### config.mk
export PLATFORM = sky130hd
export DESIGN_NAME = sixteenbit_serial_addsub
export DESIGN_NICKNAME = d
export VERILOG_FILES = /design/src/rtl/sixteenbit_serial_addsub_pkg.sv /design/src/rtl/fourbit_carrysel.sv /design/src/rtl/sixteenbit_serial_addsub.sv
export SDC_FILE = /design/constraint.sdc
export NUM_CORES = 1
export LEC_CHECK = 0
export ABC_AREA = 1
export BUFFER_PORTS_ARGS = -buffer_cell sky130_fd_sc_hd__buf_4
export CAP_MARGIN = 10
export CORE_ASPECT_RATIO = 1.75
export CORE_MARGIN = 3
export CORE_UTILIZATION = 29
export CTS_CLUSTER_DIAMETER = 120
export DETAILED_ROUTE_END_ITERATION = 10
export SLEW_MARGIN = 25
export SYNTH_ARGS = -nofsm -noshare
export SYNTH_HDL_FRONTEND = slang
export SYNTH_SLANG_ARGS = --single-unit
export TNS_END_PERCENT = 1
### constraint.sdc
create_clock -name Clk -period 3.05 [get_ports Clk]
set_input_delay 0.305 -clock Clk [delete_from_list [all_inputs] [get_ports Clk]]
set_output_delay 0.305 -clock Clk [all_outputs]
set_load 0.02 [all_outputs]
### src/rtl/sixteenbit_serial_addsub_pkg.sv
// Shared widths and FSM encoding for the nibble-serial 16-bit adder/subtractor.
package sixteenbit_serial_addsub_pkg;

    localparam int WIDTH   = 16;
    localparam int SLICE   = 4;
    localparam int NSLICES = WIDTH / SLICE;
    localparam int IDX_W   = $clog2(NSLICES);

    localparam logic [IDX_W-1:0] LAST_IDX = IDX_W'(NSLICES - 1);

    typedef enum logic [1:0] {
        ST_IDLE = 2'd0,
        ST_RUN  = 2'd1,
        ST_DONE = 2'd2
    } state_t;

endpackage

### src/rtl/fourbit_carrysel.sv
// 4-bit carry-select slice: both carry-in cases are precomputed, the real carry picks one.
module fourbit_carrysel
    import sixteenbit_serial_addsub_pkg::*;
(
    input  logic [SLICE-1:0] i_x,
    input  logic [SLICE-1:0] i_y,
    input  logic             i_cin,
    output logic [SLICE-1:0] o_sum,
    output logic             o_cout
);

    logic [SLICE:0] w_sum0;
    logic [SLICE:0] w_sum1;

    assign w_sum0 = {1'b0, i_x} + {1'b0, i_y};
    assign w_sum1 = w_sum0 + (SLICE+1)'(1);

    assign {o_cout, o_sum} = i_cin ? w_sum1 : w_sum0;

endmodule

### src/rtl/sixteenbit_serial_addsub.sv
// Multi-cycle 16-bit add/subtract: one nibble per clock through a shared carry-select slice,
// carry rippled through a register, Start/Busy/Done handshake around it.
module sixteenbit_serial_addsub
    import sixteenbit_serial_addsub_pkg::*;
(
    input  logic             Clk,
    input  logic             Reset,
    input  logic             Start,
    input  logic             Sub,
    input  logic [WIDTH-1:0] X,
    input  logic [WIDTH-1:0] Y,
    input  logic             Cin,
    output logic             Busy,
    output logic             Done,
    output logic [WIDTH-1:0] Sum,
    output logic             Cout,
    output logic             Ovf
);

    state_t                  r_state;
    logic [IDX_W-1:0]        r_idx;
    logic                    r_carry;
    logic                    r_sub;
    logic [WIDTH-1:0]        r_x;
    logic [WIDTH-1:0]        r_yeff;
    logic [WIDTH-SLICE-1:0]  r_acc;
    logic                    r_busy;
    logic                    r_done;
    logic [WIDTH-1:0]        r_sum;
    logic                    r_cout;
    logic                    r_ovf;

    logic [SLICE-1:0]        w_x_slice;
    logic [SLICE-1:0]        w_y_slice;
    logic [SLICE-1:0]        w_slice_sum;
    logic                    w_slice_cout;
    logic                    w_c15;

    assign w_x_slice = r_x[r_idx*SLICE +: SLICE];
    assign w_y_slice = r_yeff[r_idx*SLICE +: SLICE];

    fourbit_carrysel u_slice (
        .i_x    (w_x_slice),
        .i_y    (w_y_slice),
        .i_cin  (r_carry),
        .o_sum  (w_slice_sum),
        .o_cout (w_slice_cout)
    );

    // Carry into the MSB, recovered from the MSB sum bit, for signed overflow.
    assign w_c15 = r_x[WIDTH-1] ^ r_yeff[WIDTH-1] ^ w_slice_sum[SLICE-1];

    always_ff @(posedge Clk or posedge Reset) begin
        if (Reset) begin
            r_state <= ST_IDLE;
            r_idx   <= '0;
            r_carry <= 1'b0;
            r_sub   <= 1'b0;
            r_x     <= '0;
            r_yeff  <= '0;
            r_acc   <= '0;
            r_busy  <= 1'b0;
            r_done  <= 1'b0;
            r_sum   <= '0;
            r_cout  <= 1'b0;
            r_ovf   <= 1'b0;
        end else begin
            case (r_state)
                ST_IDLE, ST_DONE: begin
                    r_done <= 1'b0;
                    if (Start) begin
                        r_x     <= X;
                        r_yeff  <= Sub ? ~Y : Y;
                        r_sub   <= Sub;
                        r_carry <= Sub ^ Cin;
                        r_idx   <= '0;
                        r_busy  <= 1'b1;
                        r_state <= ST_RUN;
                    end else begin
                        r_state <= ST_IDLE;
                    end
                end
                ST_RUN: begin
                    r_carry <= w_slice_cout;
                    if (r_idx == LAST_IDX) begin
                        // Final nibble goes straight to Sum so partial results never show.
                        r_sum   <= {w_slice_sum, r_acc};
                        r_cout  <= r_sub ? ~w_slice_cout : w_slice_cout;
                        r_ovf   <= w_slice_cout ^ w_c15;
                        r_done  <= 1'b1;
                        r_busy  <= 1'b0;
                        r_state <= ST_DONE;
                    end else begin
                        r_acc[r_idx*SLICE +: SLICE] <= w_slice_sum;
                        r_idx <= r_idx + 1'b1;
                    end
                end
                default: begin
                    r_busy  <= 1'b0;
                    r_done  <= 1'b0;
                    r_state <= ST_IDLE;
                end
            endcase
        end
    end

    assign Busy = r_busy;
    assign Done = r_done;
    assign Sum  = r_sum;
    assign Cout = r_cout;
    assign Ovf  = r_ovf;

endmodule

Word-level counts from Yosys, hierarchy flattened
Index checks and enable logic that the tools add are counted.
{ "classes": {"n_addsub": 4, "mul": 0, "n_div": 0, "magnitude_cmp": 0, "eq_ne": 6, "n_shift": 4, "n_mux": 17, "n_bitwise": 7, "reduce_logical": 9} }
{ "ops": {"columns": ["cell", "count"], "rows": [
  ["$neg A4 Y34", 1],
  ["$shift A4 B34 Y12 const A", 1],
  ["$shiftx A4 B34 Y12", 1],
  ["$shiftx A16 B5 Y4", 2],
  ["$mux W16", 1],
  ["$not A16 Y16", 1],
  ["$bwmux W12", 1],
  ["$reduce_and A2 Y1", 5],
  ["$pmux W2 S2", 2],
  ["$mux W1", 7],
  ["$mux W2", 3],
  ["$ne A2 B2 Y1 const B", 3],
  ["$add A4 B4 Y5", 1],
  ["$add A5 B1 Y5 const B", 1],
  ["$mux W5", 1],
  ["$eq A2 B2 Y1 const B", 2],
  ["$pmux W1 S2", 2],
  ["$xor A1 B1 Y1", 4],
  ["$reduce_and A3 Y1", 1],
  ["$add A2 B1 Y2 const B", 1],
  ["$eq A2 B1 Y1 const B", 1],
  ["$logic_not A2 Y1", 1],
  ["$not A1 Y1", 2],
  ["$reduce_bool A2 Y1", 1],
  ["$reduce_or A2 Y1", 1]
]} }
{ "word_totals": {"regBits": 70, "latch_bits": 0, "mem_bits_rw": 0, "rom_bits": 0, "output_inout_bits": 20, "wordCells": 59, "memories": 0} }

Logic depth before layout (Yosys ltp)
Gate-level depths: netlist of the first run.
{ "depth": {"depth_word": 6, "mapped_depth": 19, "mapped_depth_nobuf": 17} }

Cells and area by module
Synthesis of the first run repeated with hierarchy kept, for this count alone.
{ "hier_totals": {"hier_cells": 436, "area_unflattened_um2": 3507.1} }
{ "modules_own_cells": {"columns": ["module", "n_inst", "cells_each", "area_each_um2", "seq_area_each_um2"], "rows": [
  ["sixteenbit_serial_addsub", 1, 389, 3241.9, 1751.7],
  ["fourbit_carrysel", 1, 47, 265.3, 0.0]
]} }

Worst setup path before layout of the first run
OpenSTA, ideal clock, no wires.
{ "synth_path": {"path_type": "register to register", "start": "reg r_idx[0]", "end": "reg r_ovf, in the netlist Ovf", "t_arrival_ns": 2.656, "required_time_ns": 2.933, "slack_ns": 0.277, "stages_incl_launch_ff": 18, "path_buffers": 2, "synth_period_minus_slack_ns": 2.773, "cell_sequence": "dfrtp_1 -> buf_2 -> inv_1 -> clkbuf_1 -> nor2_1 -> o22ai_1 -> ha_1 -> inv_1 -> fa_1 -> inv_1 -> ha_1 -> nand2_1 -> nor2_4 -> nand4_1 -> nand2_2 -> nand3_1 -> nand3_1 -> nand2_1"} }
{ "synth_via": {"elab_chain_len": 6, "word_cells_on_any_way": 9, "cone_classes": "2 x add/sub; 1 x eq/ne; 2 x shift; 1 x mux; 2 x bitwise; 1 x reduce/logical"} }
{ "synth_rtl": {"columns": ["element", "line_no", "text"], "rows": [
  ["start, declared", "sixteenbit_serial_addsub.sv:21", "logic [IDX_W-1:0] r_idx;"],
  ["start signal, assigned", "sixteenbit_serial_addsub.sv:95", "r_idx <= r_idx + 1'b1;"],
  ["$shiftx A16 B5 Y4, on equally long branches", "sixteenbit_serial_addsub.sv:39, sixteenbit_serial_addsub.sv:40", null],
  ["$add A4 B4 Y5", "fourbit_carrysel.sv:15", "assign w_sum0 = {1'b0, i_x} + {1'b0, i_y};"],
  ["$add A5 B1 Y5", "fourbit_carrysel.sv:16", "assign w_sum1 = w_sum0 + (SLICE+1)'(1);"],
  ["$mux W5", "fourbit_carrysel.sv:18", "assign {o_cout, o_sum} = i_cin ? w_sum1 : w_sum0;"],
  ["$xor A1 B1 Y1", "sixteenbit_serial_addsub.sv:51", "assign w_c15 = r_x[WIDTH-1] ^ r_yeff[WIDTH-1] ^ w_slice_sum[SLICE-1];"],
  ["$xor A1 B1 Y1", "sixteenbit_serial_addsub.sv:89", "r_ovf <= w_slice_cout ^ w_c15;"],
  ["end signal, assigned", "sixteenbit_serial_addsub.sv:89", null],
  ["end, declared", "sixteenbit_serial_addsub.sv:31", "logic r_ovf;"]
]} }
Parallel ways exist; a longest one is shown, timed or not.
A chain may end at the register's enable or synchronous reset.

Worst setup path in the final report of the first run
{ "layout_path": {"start": "reg r_idx[1]", "end": "reg r_ovf, in the netlist Ovf"} }
Same word-level chain as after synthesis.

==> impl_metrics.tcl, run 1 <==
set metrics [dict create \
    die-area_sq_um 13000 \
    syn_nets 413 \
    critical_path_class "register to register" \
    io-pin-count 57 \
    vias 2599 \
    synth_edf_count 0 \
    p_leak_nw 2.04 \
    start_kind "register" \
    cts_buffers 9 \
    grt_first_pass_wirelength_mm 12.7 \
    final_nets 473 \
    ctsRootBufferMaster "clkbuf_16" \
    async_flop_share_pct 100 \
    crit_arrival_ns 3.05 \
    crit_end "Ovf$_DFFE_PP0P_" \
    synth.most_common_cell "nand2_1" \
    period_minus_slack_ns 2.83 \
    antenna_cells 0 \
    fin_setup_tns_ns 0 \
    required_ns 3.27 \
    power.density_nw_per_um2 1310 \
    synth_area_leaders "dfrtp_1 51%, nand2_1 8.3%, mux2_2 5.0%, xnor2_1 4.7%, o21ai_0 4.6%" \
    die_h_microns 149 \
    outcome "completed" \
    maxSlewViolCount 0 \
    routed_via_density 4.62 \
    irDropWorstVdd_mv 0.625 \
    die_width_microns 87.5 \
    crit_fanout 12 \
    worstRegToRegCells 14 \
    maxCapViolCount 0 \
    setup_violations 0 \
    clk_pin_slew_ns 0.05 \
    syn_area_sq_um 3370 \
    synth_adder_area_share_pct 4.30 \
    h-tree-depth 3 \
    grt_max_degree 36 \
    synth_top_cell_by_area "dfrtp_1" \
    slew_headroom_pct 41.8 \
    core_area_sq_um 11200 \
    synth-xor-area-share_pct 4.67 \
    hp-class "input pin to async pin" \
    yosysUniqueCellTypes 27 \
    buffer_ports.inserted 56 \
    yosys_warnings 0 \
    synth_compound_area_share_pct 11.3 \
    total_power_mw 5.59 \
    cp-end-kind "register" \
    ff2ff_setup_slack_ns 0.22 \
    skew_ns 0.00431 \
    fmax_mhz 354 \
    routedWlPerCell_microns 13.8 \
    r2r-start "r_idx[1]$_DFFE_PP0P_" \
    yosys-top-cells-count "75 x nand2_1, 69 x dfrtp_1, 33 x inv_1" \
    groute.usage.overall_pct 12.9 \
    initial_core_util_pct 30.0 \
    overflow 0 \
    rsz0062_at_grt "false" \
    synthFlopType "dfrtp_1" \
    clk_latency_ns 0.33 \
    ys_seq_elements 69 \
    first_pass_iters 4 \
    gp_congestion 0.885 \
    finalWirelength_mm 7.73 \
    cts_tree "built" \
    period_share_pct 92.7 \
    synth_top_family_by_area "simple AND/OR/NAND/NOR gates" \
    synth_mux_area_share_pct 5.01 \
    synth-simple-area-share_pct 17.2 \
    postSynthCellCount 365 \
    final_cells 562 \
    antenna_left 0 \
    dpl.cell_count 543 \
    yosysTopAreaCellShare_pct 51.2 \
    antenna_found_initial 0 \
    drt-initial-drc-count 115 \
    worstMarginPinSlew_ns 0.871 \
    yosysSeqAreaShare_pct 51.2 \
    num_rows 51 \
    synth.avg_cell_area_sq_um 9.25 \
    first_global_vias 2565 \
    placed_cell_area_sq_um 3940 \
    fin_area_sq_um 4270 \
    r2r-end "Ovf$_DFFE_PP0P_" \
    clock_path_buffers 2 \
    drc_errors 0 \
    syn_to_final_growth_pct 26.6 \
    hpwl_mm 6.10 \
    cp-startpoint "r_idx[1]$_DFFE_PP0P_" \
    fin_hold_ws_ns 0.108 \
    final_layout_size_suffix_gt1_share_pct 28.1 \
    cts.sinks 69 \
    finalHoldViolations 0 \
]
-- timing repair --
| action | in CTS | in global routing |
|---|---|---|
| hold buffers | 0 | 0 |
| buffers inserted | 0 | 3 |
| resized for setup | 0 | 3 |
| endpoints found under the setup margin | 0 | 3 |
-- worst max-delay path: stages (launching register included) --
cell	delay, ns
dfrtp_1	0.49
clkinvlp_4	0.28
a32oi_1	0.35
inv_1	0.11
fa_1	0.60
inv_1	0.08
ha_1	0.19
nand2_1	0.12
nor2_4	0.06
nand3_1	0.07
nand2_1	0.06
nand2_2	0.10
nand3_1	0.08
nand3_1	0.08
nand2_1	0.05
-- state kept, by name (all words and copies together) (netlist names) --
| signal | cells |
|---|---|
| r_acc | 12 |
| r_idx | 2 |
| Cout | 1 |
| r_yeff | 16 |
| Ovf | 1 |
| Sum | 16 |
| Busy | 1 |
| r_x | 16 |
| r_sub | 1 |
| r_carry | 1 |
| r_state | 2 |
-- cells in the final DEF, fill, tap and decap left out, types with 2 or more instances in the layout --
master	instances
nand2_1	75
dfrtp_1	69
buf_4	63
o21ai_0	31
inv_1	30
nor2_1	20
xnor2_1	18
o21ai_1	16
mux2_2	15
o22ai_1	15
nand3_1	13
ha_1	10
nand2_2	9
clkbuf_16	9
inv_2	6
a21oi_1	4
nor2_2	3
nor2_4	3
nand4_1	3
clkinvlp_4	3
nand3_2	2
clkinv_2	2
clkbuf_1	2
-- routing by layer --
| layer | global-route usage (%) | up-vias | share of wire, % |
|---|---|---|---|
| met5 | 0 | - | 0 |
| met4 | 7.30 | 0 | 4.0 |
| met3 | 3.16 | 18 | 4.5 |
| met2 | 23.0 | 61 | 55 |
| met1 | 13.3 | 1209 | 37 |
| li1 | - | 1311 | - |
-- worst min path at each step --
stage               slack [ns]                     end  depth (start not counted)              startpoint
global route              0.18      Sum[9]$_DFFE_PP0P_                          2                   Reset
floorplan                 0.45  r_yeff[10]$_DFFE_PP0P_                          2  r_yeff[10]$_DFFE_PP0P_
detailed placement        0.46      Sum[5]$_DFFE_PP0P_                          2      Sum[5]$_DFFE_PP0P_
finish                    0.11     Sum[11]$_DFFE_PP0P_                          2                   Reset
global placement          0.46      Sum[6]$_DFFE_PP0P_                          2      Sum[6]$_DFFE_PP0P_
CTS                       0.13     Sum[11]$_DFFE_PP0P_                          2                   Reset
-- cell type report --
cell class / instances / area (sq um)
Timing Repair Buffer: 64 / 493
Clock buffer: 12 / 246
Inverter: 38 / 150
Sequential cell: 69 / 1730
Clock inverter: 4 / 47.5
Fill cell: 1148 / 6960
Multi-Input combinational cell: 243 / 1440
Tap cell: 132 / 165
-- metrics by stage --
stage	worst slack (ns)	util (%)
2_1_floorplan	0.277	-
3_3_place_gp	0.304	35.1
6_report	0.222	38.0
3_5_place_dp	0.161	35.1
5_1_grt	0.00320	38.0
4_1_cts	0.171	37.7
-- cell families after synthesis --
group / after synthesis
fa+ha+maj: 11
mux: 15
buf+inv: 53
flops: 69
simple gates: 129
compound gates: 70
xor+xnor: 18
-- where the power goes --
group          internal (mW)  leakage [nW]  total, mW  switching (mW)
Combinational           1.12          1.02       3.00            1.88
Sequential              1.31         0.874       1.57           0.258
Clock                  0.652         0.143       1.02           0.364
Power figures use the tool's default switching activity.
==> inputs of run 2 (changes only) <==
CORE_UTILIZATION = 28   (was 29)
REMOVE_ABC_BUFFERS = 1   (was default)
==> run 2 against run 1 <==
Compared with the run above: global-route usage shrank 0.36 points; register-to-register slack gained 0.05 ns; wire length shrank 1.1%; clock power grew 11%; flip-flop and latch count is the same; non-clock buffer count decreased by 3; maximum frequency up 1.7%; worst setup slack improved by 0.047 ns; utilization is 1.4 points lower; combinational power hardly changed; die area grew 3.4%; critical path type unchanged.
==> impl_metrics.tcl, run 2 (same netlist as run 1, synthesis figures left out) <==
set metrics [dict create \
    h-tree-depth 3 \
    hp-class "input pin to register" \
    num_rows 52 \
    crit_fanout 16 \
    maxCapViolCount 0 \
    maxSlewViolCount 0 \
    irDropWorstVdd_mv 0.572 \
    final_cells 561 \
    cp-end-kind "register" \
    critPathTopFamily "adder cells" \
    skew_ns 0.00688 \
    cts_buffers 9 \
    combinationalPowerShare_pct 52.6 \
    cpPeakStageDelay_ns 0.44 \
    cp_common_cell "nand2_1" \
    internal-power_mw 3.16 \
    final_cell_mix "74 x nand2_1, 69 x dfrtp_1, 61 x buf_4, 31 x o21ai_0, 31 x inv_1" \
    clock_path_buffers 2 \
    period_share_pct 91.2 \
    critPathBufInv 4 \
    finalWirelength_mm 7.64 \
    die_width_microns 89.0 \
    start_kind "register" \
    io-pin-count 57 \
    vias 2598 \
    clk_latency_ns 0.33 \
    antenna_found_initial 0 \
    seqPwrFrac_pct 27.3 \
    die_h_microns 151 \
    netSwitchingFraction_pct 44.1 \
    first_global_vias 2769 \
    routedWlPerCell_microns 13.6 \
    rsz0062_at_grt "false" \
    setup_violations 0 \
    syn_to_final_growth_pct 26.3 \
    worstMarginPinSlew_ns 0.874 \
    core_area_sq_um 11600 \
    routed_via_density 4.63 \
    hpwl_mm 5.78 \
    slew_headroom_pct 41.7 \
    cpMaxStageDelayCell "fa_1" \
    worstPathCellList "clkinvlp_4 > o21ai_0 > o22ai_1 > ha_1 > inv_1 > fa_1 > inv_1 > ha_1 > nand2_1 > nor2_4 > nand3_1 > nand2_1 > nand2_2 > inv_2 > nand2_1 > nand3_1 > nand2_1" \
    p_leak_nw 2.04 \
    overflow 0 \
    cts_hold_buf 0 \
    fin_setup_tns_ns 0 \
    die-area_sq_um 13500 \
    first_pass_iters 4 \
    placed_cell_area_sq_um 3930 \
    fmax_mhz 360 \
    final_nets 470 \
    pwr-share-clk_pct 20.1 \
    period_minus_slack_ns 2.78 \
    ctsRootBufferMaster "clkbuf_16" \
    dpl.cell_count 546 \
    outcome "completed" \
    antenna_left 0 \
    drt-initial-drc-count 86 \
    grt_max_degree 70 \
    gp_congestion 0.894 \
    critical_path_class "register to register" \
    power.density_nw_per_um2 1330 \
    final_layout_size_suffix_gt1_share_pct 27.5 \
    grt_first_pass_wirelength_mm 12.9 \
    p_switching_mw 2.49 \
    fin_area_sq_um 4260 \
    initial_core_util_pct 29.0 \
    cp-startpoint "r_idx[0]$_DFFE_PP0P_" \
    postCtsSetupRepairBufs 0 \
    antenna_cells 0 \
    drc_errors 0 \
    finalHoldViolations 0 \
    min-delay-start "X[10]" \
    r2r-start "r_idx[0]$_DFFE_PP0P_" \
    cts.sinks 69 \
    cts_resized 0 \
    buffer_ports.inserted 56 \
    groute.usage.overall_pct 12.5 \
    crit_arrival_ns 3.00 \
    clk_pin_slew_ns 0.05 \
    cts_tree "built" \
    required_ns 3.27 \
    layout_commonest_cell "nand2_1" \
]
-- run 2: layout make-up --
type                            instances  area, sq um
Fill cell                            1178         7380
Sequential cell                        69         1730
Multi-Input combinational cell        243         1440
Timing Repair Buffer                   61          458
Clock buffer                           12          256
Tap cell                              135          169
Inverter                               38          146
Clock inverter                          3         68.8
-- run 2: worst paths after layout --
| path | end | slack, ns | cells after the start |
|---|---|---|---|
| worst max-delay path | Cout$_DFFE_PP0P_ | 0.27 | 17 |
| worst min-delay path | r_x[10]$_DFFE_PP0P_ | 0.20 | 2 |
| worst max register to register | Cout$_DFFE_PP0P_ | 0.27 | 17 |
| worst min register to register | Sum[4]$_DFFE_PP0P_ | 0.47 | 2 |
| max in group asynchronous | r_carry$_DFFE_PP0P_ | 2.24 | 3 |
| min in group asynchronous | r_yeff[15]$_DFFE_PP0P_ | 0.22 | 3 |
-- run 2: per-stage QoR --
step           util (%)  hold slack (ns)  total power [mW]  setup slack [ns]
5_1_grt            36.6            0.200              6.14            0.0173
4_1_cts            36.5            0.186              5.71             0.234
3_3_place_gp       33.8            0.466              4.42             0.421
3_5_place_dp       33.8            0.466              4.56             0.249
6_report           36.6            0.200              5.65             0.269
2_1_floorplan         -            0.448              3.70             0.179
-- run 2: metal layers --
metal	routed length, microns	part of all wire, %	up-vias	track usage (%)
li1	-	-	1306	-
met1	3030	40	1235	13.6
met2	4140	54	48	22.1
met3	324	4.2	9	3.10
met4	153	2.0	0	6.18
met5	0	0	-	0
-- run 2: power groups by stage --
| stage | Combinational [mW] | Clock [mW] | Sequential, mW |
|---|---|---|---|
| after detailed placement | 3.01 | 0 | 1.55 |
| final | 2.97 | 1.13 | 1.54 |
| after CTS | 3.01 | 1.16 | 1.54 |
| after global routing | 3.36 | 1.19 | 1.59 |
| after floorplan | 2.07 | 0 | 1.63 |
| after global placement | 2.87 | 0 | 1.54 |
-- run 2: worst register-to-register path: cells and delay by family, from the launching register on --
family	cells	cell delay [ns]
buffers and inverters	4	0.51
adders and majority gates	3	0.80
AOI/OAI and AO/OA	2	0.32
and+or+nand+nor	8	0.64
DFF	1	0.40
==> inputs of run 3 (changes only) <==
CORE_MARGIN = 4   (was 3)
CORE_UTILIZATION = 45   (was 28)
CTS_BUF_LIST = sky130_fd_sc_hd__clkbuf_8   (was default)
PLACE_DENSITY = 0.66   (was default)
==> run 3 against run 2 <==
Compared with the run above: die area decreased by 33%; highest routed layer unchanged; clock-buffer cell count decreased by 1; flip-flop and latch count unchanged; critical path type unchanged; cell count decreased by 8.4%; critical path depth decreased by 2; combinational power decreased by 2%; via count decreased by 0.15%; worst setup slack improved by 0.052 ns; clock power decreased by 43%; largest power group unchanged; wire length decreased by 11%; first-iteration DRC count decreased by 29%; critical endpoint is now Ovf$_DFFE_PP0P_.
==> impl_metrics.tcl, run 3 (same netlist as run 1, synthesis figures left out) <==
set metrics [dict create \
    finalHoldViolations 0 \
    fin_setup_tns_ns 0 \
    ctsRootBufferMaster "clkbuf_8" \
    rsz0062_at_grt "false" \
    slew_headroom_pct 44.0 \
    num_rows 41 \
    first_global_vias 2606 \
    core_area_sq_um 7280 \
    top_layer "met4" \
    power.density_nw_per_um2 1260 \
    crit_arrival_ns 2.97 \
    finalWirelength_mm 6.82 \
    routed_via_density 5.05 \
    fmax_mhz 367 \
    fin_hold_ws_ns 0.184 \
    h-tree-depth 3 \
    total_power_mw 5.11 \
    routedWlPerCell_microns 13.3 \
    syn_to_final_growth_pct 20.3 \
    hpwl_mm 5.16 \
    clock_path_buffers 2 \
    start_kind "register" \
    setup_ws_ns 0.321 \
    overflow 0 \
    crit_fanout 16 \
    clk_pin_slew_ns 0.07 \
    final_nets 471 \
    die_h_microns 123 \
    buffer_ports.inserted 56 \
    route.met3.wl_microns 322 \
    post-place-ws_ns 0.275 \
    period_minus_slack_ns 2.73 \
    die-area_sq_um 9000 \
    maxCapViolCount 0 \
    drc_errors 0 \
    outcome "completed" \
    groute.usage.overall_pct 16.9 \
    cts_buffers 9 \
    cp-end-kind "register" \
    drt-initial-drc-count 61 \
    hp-class "input pin to register" \
    setup_violations 0 \
    grt_max_degree 70 \
    grt_first_pass_wirelength_mm 11.6 \
    antenna_found_initial 0 \
    clk_latency_ns 0.35 \
    first_pass_iters 4 \
    final_layout_size_suffix_gt1_share_pct 27.3 \
    period_share_pct 89.5 \
    die_width_microns 73.5 \
    postCtsSetupRepairBufs 0 \
    layout_commonest_cell "nand2_1" \
    worstMarginPinSlew_ns 0.840 \
    antenna_cells 0 \
    p_leak_nw 1.99 \
    wl_met1_mm 2.53 \
    vias 2594 \
    gp_congestion 0.806 \
    maxSlewViolCount 0 \
    irDropWorstVdd_mv 0.537 \
    initial_core_util_pct 46.3 \
    wl_met2_mm 3.72 \
    critical_path_class "register to register" \
    antenna_left 0 \
    cts_tree "built" \
    skew_ns 0.00480 \
    io-pin-count 57 \
    required_ns 3.29 \
    final_cell_mix "74 x nand2_1, 69 x dfrtp_1, 62 x buf_4, 34 x inv_1, 31 x o21ai_0" \
    cts.sinks 69 \
]
==> run 3: changes by cell type in the layout (fill, tap and decap cells not counted), sizes merged <==
cell      change
inv           +3
bufinv        -2
buf           +1
clkbuf        -1
clkinvlp      +1
==> run 3: critical path: stages, from the launching register on <==
cell,delay (ns)
dfrtp_1,0.39
clkinvlp_4,0.24
o21ai_0,0.21
o22ai_1,0.09
ha_1,0.21
inv_1,0.07
fa_1,0.43
inv_1,0.11
ha_1,0.14
nand2_1,0.10
nor2_4,0.15
nand4_1,0.12
nand2_2,0.13
nand3_1,0.09
nand3_1,0.09
nand2_1,0.05
==> run 3: final timing paths <==
kind	start	end	slack (ns)	cells after the start
setup / recovery	r_idx[0]$_DFFE_PP0P_	Ovf$_DFFE_PP0P_	0.32	15
hold / removal	X[10]	r_x[10]$_DFFE_PP0P_	0.18	2
setup reg to reg	r_idx[0]$_DFFE_PP0P_	Ovf$_DFFE_PP0P_	0.32	15
hold reg to reg	Sum[6]$_DFFE_PP0P_	Sum[6]$_DFFE_PP0P_	0.47	2
max in group asynchronous	Reset	r_x[9]$_DFFE_PP0P_	2.30	3
min in group asynchronous	Reset	Sum[15]$_DFFE_PP0P_	0.21	3
==> run 3: per-stage QoR <==
step	util (%)	cells	area [sq um]
global placement	53.2	498	3880
finish	55.7	514	4060
global route	55.7	514	4060
floorplan	-	350	3300
CTS	55.6	514	4050
detailed placement	53.2	498	3880
==> run 3: what timing repair did <==
action | 4_1_cts | 5_1_grt
hold buffers | 0 | 0
setup endpoints to repair | 0 | 3
resized for setup | 0 | 2
==> run 3: area by class of cell <==
class	instances	area, sq um
Multi-Input combinational cell	243	1440
Inverter	38	150
Fill cell	722	3230
Tap cell	86	108
Sequential cell	69	1730
Timing Repair Buffer	62	465
Clock buffer	11	151
Clock inverter	5	20.0
==> run 3: power by group <==
group	switching (mW)	internal, mW
Clock	0.315	0.326
Combinational	1.83	1.10
Sequential	0.232	1.31
==> run 3: routing by layer <==
layer  vias up  GRT usage, %
met5         -             0
met4         0          8.84
met3        21          5.08
met2        51          29.7
met1      1216          17.6
li1       1306             -
